`src/rtl/vm_pkg.sv`:
```
// Shared definitions for the N-product vending controller.
//   state_t   : top-level controller states
//   HALF_UNIT : value of a 0.5 TL coin in credit units
//   ONE_UNIT  : value of a 1 TL coin in credit units
package vm_pkg;

  typedef enum logic [1:0] {
    COLLECT = 2'd0,
    VEND    = 2'd1,
    CHANGE  = 2'd2
  } state_t;

  localparam int unsigned HALF_UNIT = 1;
  localparam int unsigned ONE_UNIT  = 2;

endpackage

```
`src/rtl/vm_change_payout.sv`:
```
// Serial change payout: holds the amount still owed and returns it one coin
// per cycle, largest coin first.
//   clk, rst_n : clock, asynchronous active-low reset
//   load       : take load_val as the amount owed (may coincide with step)
//   load_val   : amount owed, 0.5 TL units
//   step       : emit one coin on this edge
//   change1    : registered pulse, one 1 TL coin
//   change05   : registered pulse, one 0.5 TL coin
//   done       : the coin currently being output is the last one
//   remain     : amount still owed after the coin currently being output
module vm_change_payout
  import vm_pkg::*;
#(
  parameter int unsigned CW = 4
) (
  input  logic          clk,
  input  logic          rst_n,
  input  logic          load,
  input  logic [CW-1:0] load_val,
  input  logic          step,
  output logic          change1,
  output logic          change05,
  output logic          done,
  output logic [CW-1:0] remain
);

  logic [CW-1:0] src;

  // A load and a step on the same edge pay the first coin straight from the
  // loaded value, so a refund starts paying without an idle cycle.
  assign src  = load ? load_val : remain;
  assign done = (change1 || change05) && (remain == '0);

  always_ff @(posedge clk or negedge rst_n) begin
    if (!rst_n) begin
      remain   <= '0;
      change1  <= 1'b0;
      change05 <= 1'b0;
    end else if (step && (src >= CW'(ONE_UNIT))) begin
      remain   <= src - CW'(ONE_UNIT);
      change1  <= 1'b1;
      change05 <= 1'b0;
    end else if (step && (src != '0)) begin
      remain   <= src - CW'(HALF_UNIT);
      change1  <= 1'b0;
      change05 <= 1'b1;
    end else begin
      remain   <= src;
      change1  <= 1'b0;
      change05 <= 1'b0;
    end
  end

endmodule

```
`src/rtl/vending_machine_np.sv`:
```
// N-product coin vending controller: collects 0.5/1 TL coins up to a credit
// ceiling, vends the selected product, pays change serially, supports refund
// and restock.
//   Clk        : clock, rising edge
//   Req_n      : asynchronous active-low reset
//   OneTL      : 1 TL coin pulse
//   HalfTL     : 0.5 TL coin pulse
//   Sel        : product select, lowest asserted index wins
//   Cancel     : refund request
//   Restock    : reload all stock counters
//   Dispense   : one-hot vend pulse
//   Change1    : return one 1 TL coin
//   Change05   : return one 0.5 TL coin
//   CoinReject : coin(s) of the previous cycle bounced
//   Credit     : current credit, 0.5 TL units
//   SoldOut    : bit i set when product i stock is empty
//   Busy       : vending or paying change
module vending_machine_np
  import vm_pkg::*;
#(
  parameter int unsigned          N_PROD     = 2,
  parameter int unsigned          CW         = 4,
  parameter logic [N_PROD*CW-1:0] PRICES     = {4'd5, 4'd3},
  parameter int unsigned          MAX_CREDIT = 6,
  parameter int unsigned          STOCK_W    = 4,
  parameter int unsigned          STOCK_INIT = 15
) (
  input  logic              Clk,
  input  logic              Req_n,
  input  logic              OneTL,
  input  logic              HalfTL,
  input  logic [N_PROD-1:0] Sel,
  input  logic              Cancel,
  input  logic              Restock,
  output logic [N_PROD-1:0] Dispense,
  output logic              Change1,
  output logic              Change05,
  output logic              CoinReject,
  output logic [CW-1:0]     Credit,
  output logic [N_PROD-1:0] SoldOut,
  output logic              Busy
);

  state_t            state, state_d;
  logic [CW-1:0]     credit_q, credit_d;
  logic [N_PROD-1:0] sel_first, can_buy, sold_out, dispense_d;
  logic [CW-1:0]     price_masked [N_PROD];
  logic [CW-1:0]     price_sel;
  logic [CW:0]       coin_add, credit_sum;
  logic              coin_any, valid_sel, take, restock_en, reject_d;
  logic              pay_load, pay_step, pay_done;
  logic [CW-1:0]     pay_val, remain;

  // Isolate the lowest asserted select bit.
  assign sel_first  = Sel & (~Sel + N_PROD'(1));
  assign coin_any   = OneTL || HalfTL;
  assign coin_add   = (OneTL  ? (CW+1)'(ONE_UNIT)  : '0)
                    + (HalfTL ? (CW+1)'(HALF_UNIT) : '0);
  // One extra bit so the ceiling check cannot wrap.
  assign credit_sum = {1'b0, credit_q} + coin_add;
  assign valid_sel  = |can_buy;

  for (genvar i = 0; i < N_PROD; i++) begin : g_prod
    logic [STOCK_W-1:0] stock;
    logic [CW-1:0]      price;

    assign price           = PRICES[CW*i +: CW];
    assign can_buy[i]      = sel_first[i] && (stock != '0) && (credit_q >= price);
    assign price_masked[i] = sel_first[i] ? price : '0;
    assign sold_out[i]     = (stock == '0);

    always_ff @(posedge Clk or negedge Req_n) begin
      if (!Req_n) begin
        stock <= STOCK_W'(STOCK_INIT);
      end else if (restock_en) begin
        stock <= STOCK_W'(STOCK_INIT);
      end else if (take && sel_first[i] && (stock != '0)) begin
        stock <= stock - STOCK_W'(1);
      end
    end
  end

  always_comb begin
    price_sel = '0;
    for (int unsigned i = 0; i < N_PROD; i++) begin
      price_sel = price_sel | price_masked[i];
    end
  end

  always_comb begin
    state_d    = state;
    credit_d   = credit_q;
    dispense_d = '0;
    reject_d   = 1'b0;
    take       = 1'b0;
    restock_en = 1'b0;
    pay_load   = 1'b0;
    pay_val    = '0;
    pay_step   = 1'b0;
    unique case (state)
      COLLECT: begin
        if (valid_sel) begin
          state_d    = VEND;
          take       = 1'b1;
          dispense_d = sel_first;
          pay_load   = 1'b1;
          pay_val    = credit_q - price_sel;
          credit_d   = '0;
          reject_d   = coin_any;
        end else if (Cancel && (credit_q != '0)) begin
          state_d  = CHANGE;
          pay_load = 1'b1;
          pay_val  = credit_q;
          pay_step = 1'b1;
          credit_d = '0;
          reject_d = coin_any;
        end else if (coin_any) begin
          if (credit_sum <= (CW+1)'(MAX_CREDIT)) begin
            credit_d = credit_sum[CW-1:0];
          end else begin
            reject_d = 1'b1;
          end
        end else if (Restock) begin
          restock_en = 1'b1;
        end
      end
      VEND: begin
        reject_d = coin_any;
        if (remain != '0) begin
          state_d  = CHANGE;
          pay_step = 1'b1;
        end else begin
          state_d = COLLECT;
        end
      end
      CHANGE: begin
        reject_d = coin_any;
        if (pay_done) begin
          state_d = COLLECT;
        end else begin
          pay_step = 1'b1;
        end
      end
      default: state_d = COLLECT;
    endcase
  end

  always_ff @(posedge Clk or negedge Req_n) begin
    if (!Req_n) begin
      state      <= COLLECT;
      credit_q   <= '0;
      Dispense   <= '0;
      CoinReject <= 1'b0;
      Busy       <= 1'b0;
    end else begin
      state      <= state_d;
      credit_q   <= credit_d;
      Dispense   <= dispense_d;
      CoinReject <= reject_d;
      Busy       <= (state_d != COLLECT);
    end
  end

  vm_change_payout #(
    .CW(CW)
  ) u_payout (
    .clk      (Clk),
    .rst_n    (Req_n),
    .load     (pay_load),
    .load_val (pay_val),
    .step     (pay_step),
    .change1  (Change1),
    .change05 (Change05),
    .done     (pay_done),
    .remain   (remain)
  );

  assign Credit  = credit_q;
  assign SoldOut = sold_out;

endmodule

```
`config.mk`:
```
export PLATFORM = sky130hd
export DESIGN_NAME = vending_machine_np
export DESIGN_NICKNAME = d
export VERILOG_FILES = /design/src/rtl/vm_pkg.sv /design/src/rtl/vm_change_payout.sv /design/src/rtl/vending_machine_np.sv
export SDC_FILE = /design/constraint.sdc
export NUM_CORES = 1
export LEC_CHECK = 0
export CORE_ASPECT_RATIO = 0.6
export CORE_MARGIN = 1
export CORE_UTILIZATION = 42
export CTS_BUF_LIST = sky130_fd_sc_hd__clkbuf_8
export DETAILED_ROUTE_END_ITERATION = 16
export SETUP_SLACK_MARGIN = 0.1
export SYNTH_ARGS = -nofsm -noshare
export SYNTH_HDL_FRONTEND = slang
export SYNTH_SLANG_ARGS = --single-unit
```
`constraint.sdc`:
```
create_clock -name Clk -period 3.8 [get_ports Clk]
set_clock_uncertainty 0.1 [all_clocks]
set_input_delay 0.76 -clock Clk [delete_from_list [all_inputs] [get_ports Clk]]
set_output_delay 0.76 -clock Clk [all_outputs]
set_load 0.05 [all_outputs]
```
After elaboration in Yosys (flattened, before gate mapping)

Cells that the tools add are included.

Output and inout bits: 12
Flip-flop bits (word level): 24

Add/sub/neg operators: 8
Bitwise logic cells: 3
Order comparisons: 4
Multiplexer cells: 47
Eq/ne operators: 2
Reduce and logical (&&, ||, !) cells: 31

Operators by type and width:

| operator            | count |
|---|---|
| $mux 4              | 14 |
| $mux 1              | 21 |
| $reduce_bool 4->1   | 5 |
| $mux 2              | 8 |
| $logic_and 1x1->1   | 12 |
| $logic_not 4->1     | 3 |
| $sub 4x1->4 const B | 3 |
| $ge 4x2->1 const B  | 2 |
| $pmux 2 s3          | 1 |
| $reduce_bool 2->1   | 3 |
| $reduce_bool 3->1   | 2 |
| $add 4x3->5         | 1 |
| $le 5x3->1 const B  | 1 |
| $ge 4x3->1 const B  | 1 |
| $reduce_or 2->1     | 2 |
| $sub 4x2->4 const B | 1 |
| $sub 4x3->4         | 1 |
| $add 2x1->3         | 1 |
| $mux 3              | 1 |
| $or 2x3->3          | 1 |
| $pmux 1 s3          | 1 |
| $reduce_and 3->1    | 1 |
| $add 2x1->2 const B | 1 |
| $and 2x2->2         | 1 |
| other kinds (6)     | 7 |

Longest topological paths before layout

Gate-level depths: netlist of the first run.

Word-level depth: 13
Gate-level depth with buffers: 13
Mapped depth without buffers: 13

Cells and area by module

A second synthesis of the first run with hierarchy kept.

Cell total of the unflattened synthesis: 191
Area, all modules: 1856.8 um^2

By module, submodules not included:

| module             | cells an instance | area an instance (um^2) | seq. area each (um^2) | instances |
|---|---|---|---|---|
| vending_machine_np | 155               | 1422.6                  | 460.4                 | 1 |
| vm_change_payout   | 36                | 434.2                   | 150.1                 | 1 |

Least setup slack after synthesis of the first run

No wires, ideal clock.

Kind: flip-flop to flip-flop
From: register g_prod[0].stock[0]
To: register u_payout.change05
Path buffers: 0
Arrival: 3.620 ns
Setup time: 0.080 ns
Setup slack: 0.000 ns
Stages on the path, launching flop included: 11
Cell sequence: dfstp_2 -> inv_1 -> ha_1 -> nor3b_1 -> o32ai_1 -> nor3b_1 -> nor3_1 -> ha_1 -> a2111oi_4 -> and3_2 -> nor3b_2

Word-level cells in the longest chain between the ends: 11

RTL lines:

| element                                            | line                     | RTL |
|---|---|---|
| start: declaration                                 | vending_machine_np.sv:64 | `logic [STOCK_W-1:0] stock;` |
| start signal: assignment                           | vending_machine_np.sv:74 | `stock <= STOCK_W'(STOCK_INIT);` |
| start signal: assignment                           | vending_machine_np.sv:76 | `stock <= STOCK_W'(STOCK_INIT);` |
| start signal: assignment                           | vending_machine_np.sv:78 | `stock <= stock - STOCK_W'(1);` |
| $reduce_bool 4->1 (*)                              | vending_machine_np.sv:68 | `assign can_buy[i] = sel_first[i] && (stock != '0) && (credit_q >= price);` |
| $logic_and 1x1->1 (*) (2 in series)                | vending_machine_np.sv:68 |  |
| $reduce_or 2->1 (*)                                | vending_machine_np.sv:61 | `assign valid_sel = \|can_buy;` |
| branches (longest 6 deep; another with $ge 4x2->1) | --                       |  |
| $mux 1 (*)                                         | vm_change_payout.sv:39   | `end else if (step && (src >= CW'(ONE_UNIT))) begin` |
| end signal: assignment                             | vm_change_payout.sv:38   | `change05 <= 1'b0;` |
| end signal: assignment                             | vm_change_payout.sv:42   | `change05 <= 1'b0;` |
| end signal: assignment                             | vm_change_payout.sv:46   | `change05 <= 1'b1;` |
| end: declaration                                   | vm_change_payout.sv:22   | `output logic change05,` |

Every way passes the cells marked *.
A chain may end at the register's enable or synchronous reset.

Final worst setup path of the first run

From: input port Sel[1]
To: register u_payout.remain[2]

Word-level cells in the longest chain between the ends: 13

RTL lines:

| element                                             | line                     | RTL |
|---|---|---|
| start: declaration                                  | vending_machine_np.sv:32 | `input logic [N_PROD-1:0] Sel,` |
| $not 2->2                                           | vending_machine_np.sv:55 | `assign sel_first = Sel & (~Sel + N_PROD'(1));` |
| $add 2x1->2                                         | vending_machine_np.sv:55 |  |
| $and 2x2->2 (*)                                     | vending_machine_np.sv:55 |  |
| branches (longest 9 deep; another with $sub 4x3->4) | --                       |  |
| $mux 4 (*)                                          | vm_change_payout.sv:39   |  |
| end signal: assignment                              | vm_change_payout.sv:40   | `remain <= src - CW'(ONE_UNIT);` |
| end signal: assignment                              | vm_change_payout.sv:44   | `remain <= src - CW'(HALF_UNIT);` |
| end signal: assignment                              | vm_change_payout.sv:48   | `remain <= src;` |
| end: declaration                                    | vm_change_payout.sv:24   | `output logic [CW-1:0] remain` |

Marked as above.

==> impl_metrics.csv, run 1 <==
group,metric,value,unit
floorplan,core_region_area,0.00383,sq mm
floorplan,fp.dieW,85.6,um
layout,fin_nets,237,
drt,first_iter_violations,127,
placement,gp_congestion,0.934,
drt,wl_per_cell,16.1,um
drt,wl_met1,2130,um
logic_synthesis,synth_top_flop_cell,"dfrtp_1",
setup_path,r2r_start,"g_prod[1].stock[0]$_DFFE_PN1P_",
setup_path,cp.required,3890,ps
timing,fin_ws,273,ps
hold_path,hp-start,"g_prod[1].stock[1]$_DFFE_PN1P_",
power_and_ir_drop,irDropWorstVdd,352,uV
setup_path,worst_setup_path_end_kind,"flop",
drt,routed_via_density,5.72,
logic_synthesis,yosysWarningCount,0,
timing,fin_crit,3530,ps
timing,worst_hold_slack,403,ps
layout,drive_above_1_share,20.3,%
timing,finalSetupViolCount,0,
timing,final_hold_viol_count,0,
setup_path,cp_cell_sequence,"clkdlybuf4s50_1 -> or2_2 -> ha_1 -> inv_1 -> fa_1 -> nand2_1 -> a21oi_1 -> a221o_2 -> ha_1 -> a2111oi_4 -> buf_4 -> a31oi_4 -> a221oi_2",
global_route,grt_pass1_wl,6990,um
layout,final_cells,259,
global_route,gr-total-overflow,0,
cts,clock_path_buffers,2,
drt,drc,0,
logic_synthesis,synthCells,185,
drt,dr.pass1.iters,4,
drt,wl_met3,232,um
cts,cts_tree,"done",
placement,placed_cells,254,
setup_path,reg2regPathDepth,13,
placement,dp_slack,-44.0,ps
timing,rsz0062_at_grt,"no",
layout,postLayoutCoreUtil,55.6,%
setup_path,reg2reg_to,"u_payout.remain[2]$_DFF_PN0_",
cts,cts_made_buffers,3,
hold_path,min_to,"g_prod[1].stock[1]$_DFFE_PN1P_",
logic_synthesis,avgSynthCellArea,9.52,sq um
global_route,antenna_found_initial,0,
setup_path,crit_path_frequent_cell,"ha_1",
global_route,grt_max_degree,25,
floorplan,io_pins,20,
drt,top_layer,"met4",
timing,maxSlewHeadroom,26.2,%
layout,seqCellArea,611,sq um
timing,fmax,284,MHz
placement,place_area,0.00205,sq mm
setup_path,slowest_stage,"clkdlybuf4s50_1",
outcome,status,"completed",
placement,hpwl,3240,um
timing,fin_setup_tns,0,ps
timing,slew_violations,0,
layout,final_area,0.00213,sq mm
global_route,track_usage,21.0,%
floorplan,fp.dieH,52.2,um
cts,htreeDepth,1,
setup_path,critPathKind,"in -> reg",
setup_path,start_kind,"input port",
power_and_ir_drop,power.leakage,0.928,nW
logic_synthesis,ys_seq_area_share,34.7,%
timing,fin_crit_sh,92.8,%
placement,io_buffers,19,
setup_path,cp_max_fo,4,
setup_path,critPathMaxStageDelay,410,ps
floorplan,rows,17,
drt,postRouteAntennaNets,0,
cts,cts_root_buf,"clkbuf_8",
drt,wl_met2,1790,um
layout,antenna_cells,0,
cts,cts_sinks,24,
cts,clk_pin_slew,90,ps
drt,vias,1481,
logic_synthesis,yosysUniqueCellTypes,56,
hold_path,whs_path_depth,2,
power_and_ir_drop,p_total,1.77,mW
layout,fillers,352,
timing,tightest_slew,1100,ps
job,cap_violations,0,
power_and_ir_drop,power.density,834,mW/mm^2
setup_path,reg2reg_slack,460,ps
hold_path,hp-class,"reg -> reg",
logic_synthesis,synth_nets,209,
logic_synthesis,async_flop_share,100,%
layout,multi_input_area,0.00104,sq mm
drt,finalWirelength,4180,um
floorplan,initial_core_util,46.0,%
cts,clock_latency,270,ps
layout,syn2layout_area_growth,20.8,%
global_route,grt_pass1_vias,1415,
logic_synthesis,synth_seq_cells,24,
setup_path,worstPathArrival,3610,ps
cts,postCtsHoldBufs,0,
floorplan,die_area,0.00446,sq mm
logic_synthesis,synth_edf_count,0,
logic_synthesis,synth_area,0.00176,sq mm
==> metal layers <==
layer | global-route usage, % | vias to the layer above
met3 | 3.81 | 4
met2 | 33.5 | 40
met1 | 30.0 | 722
li1 | - | 715
met4 | 4.17 | 0
met5 | 0 | -
==> cells by family after synthesis <==
logic type               Yosys count  share of synthesized area (%)
AO/OA/AOI/OAI                     50                           23.5
XOR/XNOR                           6                           2.99
adder cells (fa/ha/maj)           16                           12.2
buffers and inverters             26                           6.25
flip-flops                        24                           34.7
AND/OR/NAND/NOR                   63                           20.3
==> worst max-delay path by stage <==
| stage | endpoint | depth (start not counted) | startpoint |
|---|---|---|---|
| 2_1_floorplan | u_payout.change05$_DFF_PN0_ | 12 | g_prod[1].stock[0]$_DFFE_PN1P_ |
| 3_3_place_gp | u_payout.change05$_DFF_PN0_ | 12 | Sel[0] |
| 3_5_place_dp | u_payout.remain[2]$_DFF_PN0_ | 12 | Sel[0] |
| 4_1_cts | u_payout.remain[2]$_DFF_PN0_ | 12 | Sel[0] |
| 5_1_grt | u_payout.remain[2]$_DFF_PN0_ | 13 | Sel[1] |
| 6_report | u_payout.remain[2]$_DFF_PN0_ | 13 | Sel[1] |
==> worst max-delay path, delay by kind of cell <==
family	cells	cell delay (ps)
AOI/OAI and AO/OA	5	990
buffers and inverters	3	680
adders and majority gates	3	830
and+or+nand+nor	2	350
==> layout make-up <==
cell class | count | area share, %
clock inverters | 1 | 1.41
multi-input cells | 135 | 49.1
well taps | 47 | 2.76
clock buffers | 3 | 1.94
inverters | 22 | 4.18
repair buffers | 27 | 11.9
flip-flops and latches | 24 | 28.7
==> power breakdown <==
| part | switching, mW | leakage (nW) | total (mW) | internal [mW] |
|---|---|---|---|---|
| combinational | 0.612 | 0.601 | 1.07 | 0.454 |
| sequential | 0.103 | 0.291 | 0.482 | 0.379 |
| clock | 0.0858 | 0.0357 | 0.227 | 0.141 |
| total | 0.801 | 0.928 | 1.77 | 0.974 |
==> Yosys cell counts (all sizes together) (3+ instances only) <==
library cell / count / share of area (%)
inv: 20 / 4.3
nand2: 19 / 4.5
dfrtp: 16 / 23
ha: 14 / 10
o21ai: 12 / 3.6
nor2: 10 / 2.6
a21oi: 8 / 2.3
dfstp: 8 / 12
nor3: 8 / 2.3
a211oi: 6 / 3.3
nor3b: 5 / 2.7
and3: 4 / 1.6
xnor2: 4 / 2.0
a22o: 3 / 1.5
buf: 3 / 1.0
nand3: 3 / 0.85
or2: 3 / 1.1
==> what timing repair did <==
action / CTS / global route
buffers inserted: 0 / 1
gates resized for setup: 0 / 1
setup endpoints to repair: 0 / 1
==> flip-flops by register name, summed over array words and instances (netlist names) <==
register,count
g_prod.stock,8
Credit,4
u_payout.remain,4
Dispense,2
state,2
Busy,1
CoinReject,1
u_payout.change05,1
u_payout.change1,1
==> cell usage in the layout (no fill, tap or decap), types with 2 or more instances in the layout <==
master / netlist / final
or2_2: 3 / 3
buf_4: 1 / 8
nor3b_2: 2 / 3
a21oi_1: 8 / 8
nor3_1: 8 / 8
dfstp_2: 8 / 8
clkbuf_8: 0 / 3
clkdlybuf4s50_1: 0 / 18
a22o_1: 3 / 3
and2_1: 2 / 2
o21ai_0: 11 / 11
dfrtp_1: 16 / 16
nand3_1: 3 / 3
o31ai_1: 2 / 2
nand2b_1: 2 / 2
a211oi_1: 5 / 5
ha_1: 14 / 14
nor2_1: 9 / 9
xor2_1: 2 / 2
nand2_1: 18 / 18
xnor2_1: 4 / 4
fa_1: 2 / 2
a21o_1: 2 / 2
nor3b_1: 3 / 2
and3_1: 2 / 2
nor2b_1: 2 / 2
and3_2: 2 / 2
inv_1: 20 / 20
Power figures use the tool's default switching activity.
==> run 2, diff against run 1 <==
--- a/config.mk
+++ b/config.mk
@@ -7,7 +7,7 @@
 export LEC_CHECK = 0
 export CORE_ASPECT_RATIO = 0.6
 export CORE_MARGIN = 1
-export CORE_UTILIZATION = 42
+export CORE_UTILIZATION = 25
 export CTS_BUF_LIST = sky130_fd_sc_hd__clkbuf_8
 export DETAILED_ROUTE_END_ITERATION = 16
 export SETUP_SLACK_MARGIN = 0.1
==> run 2 against run 1 <==
  * Worst hold slack improved by 5.2 ps
  * Via count down 2.3%
  * Utilization is 23 points lower
  * Final cell count is 17% higher
  * Global-route usage is 9.0 points lower
  * Wire length fell by 6.6%
  * Clock-buffer cell count unchanged
  * Critical path depth down 1
  * Register-to-register slack better by 100 ps
  * Worst setup slack better by 45 ps
  * Sequential share of layout area shrank 0.68 points
  * Clock power is 35% lower
==> impl_metrics.csv, run 2 (same netlist as run 1, synthesis figures left out) <==
group,metric,value,unit
cts,cts_setup_buffers,0,
power_and_ir_drop,switchingPower,0.767,mW
drt,finalWirelength,3900,um
global_route,grt_max_degree,22,
setup_path,reg2regPathDepth,8,
power_and_ir_drop,pwr-share-clk,8.8,%
floorplan,core_region_area,0.00673,sq mm
placement,place_area,0.00213,sq mm
setup_path,cp_max_fo,4,
job,cap_violations,0,
layout,largest-register,"g_prod.stock",
placement,dp_slack,41.1,ps
setup_path,crit_path_frequent_cell,"ha_1",
setup_path,critPathKind,"in -> reg",
timing,fin_setup_tns,0,ps
cts,clock_path_buffers,2,
setup_path,critical_path_buf_inv_count,2,
layout,final_cells,303,
timing,final_hold_viol_count,0,
setup_path,cp.required,3870,ps
floorplan,rows,23,
timing,slew_violations,0,
floorplan,fp.dieH,67,um
power_and_ir_drop,power.leakage,0.930,nW
power_and_ir_drop,p_sw_share,46.0,%
layout,postLayoutCoreUtil,32.3,%
timing,finalSetupViolCount,0,
setup_path,worst_setup_path_end_kind,"flop",
setup_path,worstPathArrival,3550,ps
placement,io_buffers,19,
floorplan,die_area,0.00739,sq mm
global_route,grt_pass1_vias,1384,
cts,cts_made_buffers,3,
layout,syn2layout_area_growth,23.7,%
timing,rsz0062_at_grt,"no",
global_route,grt_pass1_wl,6760,um
timing,fmax,287,MHz
layout,fin_nets,241,
drt,postRouteAntennaNets,0,
drt,vias,1447,
layout,largest_reg_flops,8,
power_and_ir_drop,irDropWorstVdd,265,uV
setup_path,slowest_stage,"clkdlybuf4s50_1",
drt,dr.pass1.iters,4,
global_route,track_usage,12.0,%
floorplan,io_pins,20,
setup_path,cp.depth,12,
setup_path,critPathMaxStageDelay,410,ps
floorplan,fp.dieW,110,um
timing,fin_ws,318,ps
placement,hpwl,3190,um
cts,cts_tree,"done",
timing,fin_crit,3480,ps
cts,cts_root_buf,"clkbuf_8",
hold_path,whs_path_depth,2,
power_and_ir_drop,pwr-share-seq,28.8,%
placement,gp_congestion,0.769,
global_route,antenna_found_initial,0,
timing,fin_crit_sh,91.6,%
floorplan,initial_core_util,26.1,%
power_and_ir_drop,power.density,765,mW/mm^2
power_and_ir_drop,p_total,1.67,mW
cts,htreeDepth,1,
drt,drc,0,
cts,postCtsHoldBufs,0,
hold_path,hp-class,"reg -> reg",
cts,cts_resized,0,
layout,final_area,0.00218,sq mm
power_and_ir_drop,combPwrFrac,62.3,%
setup_path,start_kind,"input port",
placement,placed_cells,299,
cts,clk_pin_slew,80,ps
layout,layout.cells.most_common_list,"21 x inv_1, 19 x clkdlybuf4s50_1, 18 x nand2_1",
drt,wl_per_cell,12.9,um
timing,maxSlewHeadroom,39.8,%
setup_path,cp_cell_sequence,"clkdlybuf4s50_1 -> or2_2 -> ha_1 -> inv_1 -> fa_1 -> nand2_1 -> a21oi_1 -> a221o_2 -> ha_1 -> a2111oi_4 -> a31oi_4 -> a221oi_2",
setup_path,crit_family,"compound AO/OA/AOI/OAI gates",
power_and_ir_drop,p_int,0.900,mW
cts,cts_sinks,24,
outcome,status,"completed",
layout,fillers,721,
layout,antenna_cells,0,
timing,tightest_slew,900,ps
cts,clock_latency,260,ps
layout,layout_commonest_cell,"inv_1",
layout,drive_above_1_share,21.3,%
drt,routed_via_density,4.78,
drt,first_iter_violations,78,
timing,worst_hold_slack,408,ps
global_route,gr-total-overflow,0,
## run 2: cell count changes in the layout (fill, tap and decap cells not counted), sizes merged
cell	delta
buf	+4
bufinv	-1
clkdlybuf4s50	+1
dlymetal6s2s	-1
inv	+1
## run 2: final cells by class
| cell class | count | area, sq um | share of cell area (%) |
|---|---|---|---|
| Clock inverter | 1 | 3.75 | 0.172 |
| Sequential cell | 24 | 611 | 28.0 |
| Clock buffer | 3 | 41.3 | 1.90 |
| Inverter | 22 | 88.8 | 4.08 |
| Multi-Input combinational cell | 135 | 1040 | 48.0 |
| Tap cell | 87 | 109 | 5.00 |
| Timing Repair Buffer | 31 | 280 | 12.9 |
## run 2: worst reg2reg max path: cells and delay by family, from the launching register on
family                   cells  cell delay (ps)
AND/OR/NAND/NOR              2              490
flip-flops                   1              540
AO/OA/AOI/OAI                5             1790
adder cells (fa/ha/maj)      1              230
## run 2: path summary, 6_finish.rpt
check	slack [ps]	endpoint	start
worst max register to register	560	u_payout.remain[2]$_DFF_PN0_	Credit[1]$_DFFE_PN0P_
worst max-delay path	320	u_payout.remain[2]$_DFF_PN0_	Sel[0]
min in group asynchronous	900	Dispense[1]$_DFF_PN0_	Req_n
max in group asynchronous	2010	g_prod[0].stock[1]$_DFFE_PN1P_	Req_n
worst min register to register	410	g_prod[1].stock[1]$_DFFE_PN1P_	g_prod[1].stock[1]$_DFFE_PN1P_
worst min-delay path	410	g_prod[1].stock[1]$_DFFE_PN1P_	g_prod[1].stock[1]$_DFFE_PN1P_
## run 2: routing by layer
layer	vias to the layer above	global-route usage [%]	wire, um
li1	725	-	-
met1	680	18.8	2080
met2	37	16.7	1530
met3	5	2.45	277
met4	0	1.48	17
met5	-	0	0
## run 2: power groups by stage
stage	sequential, mW	combinational (mW)	clock (mW)
4_1_cts	0.481	1.04	0.153
5_1_grt	0.497	1.17	0.163
2_1_floorplan	0.565	0.672	0
6_report	0.481	1.04	0.147
3_5_place_dp	0.484	1.04	0
3_3_place_gp	0.487	1.02	0
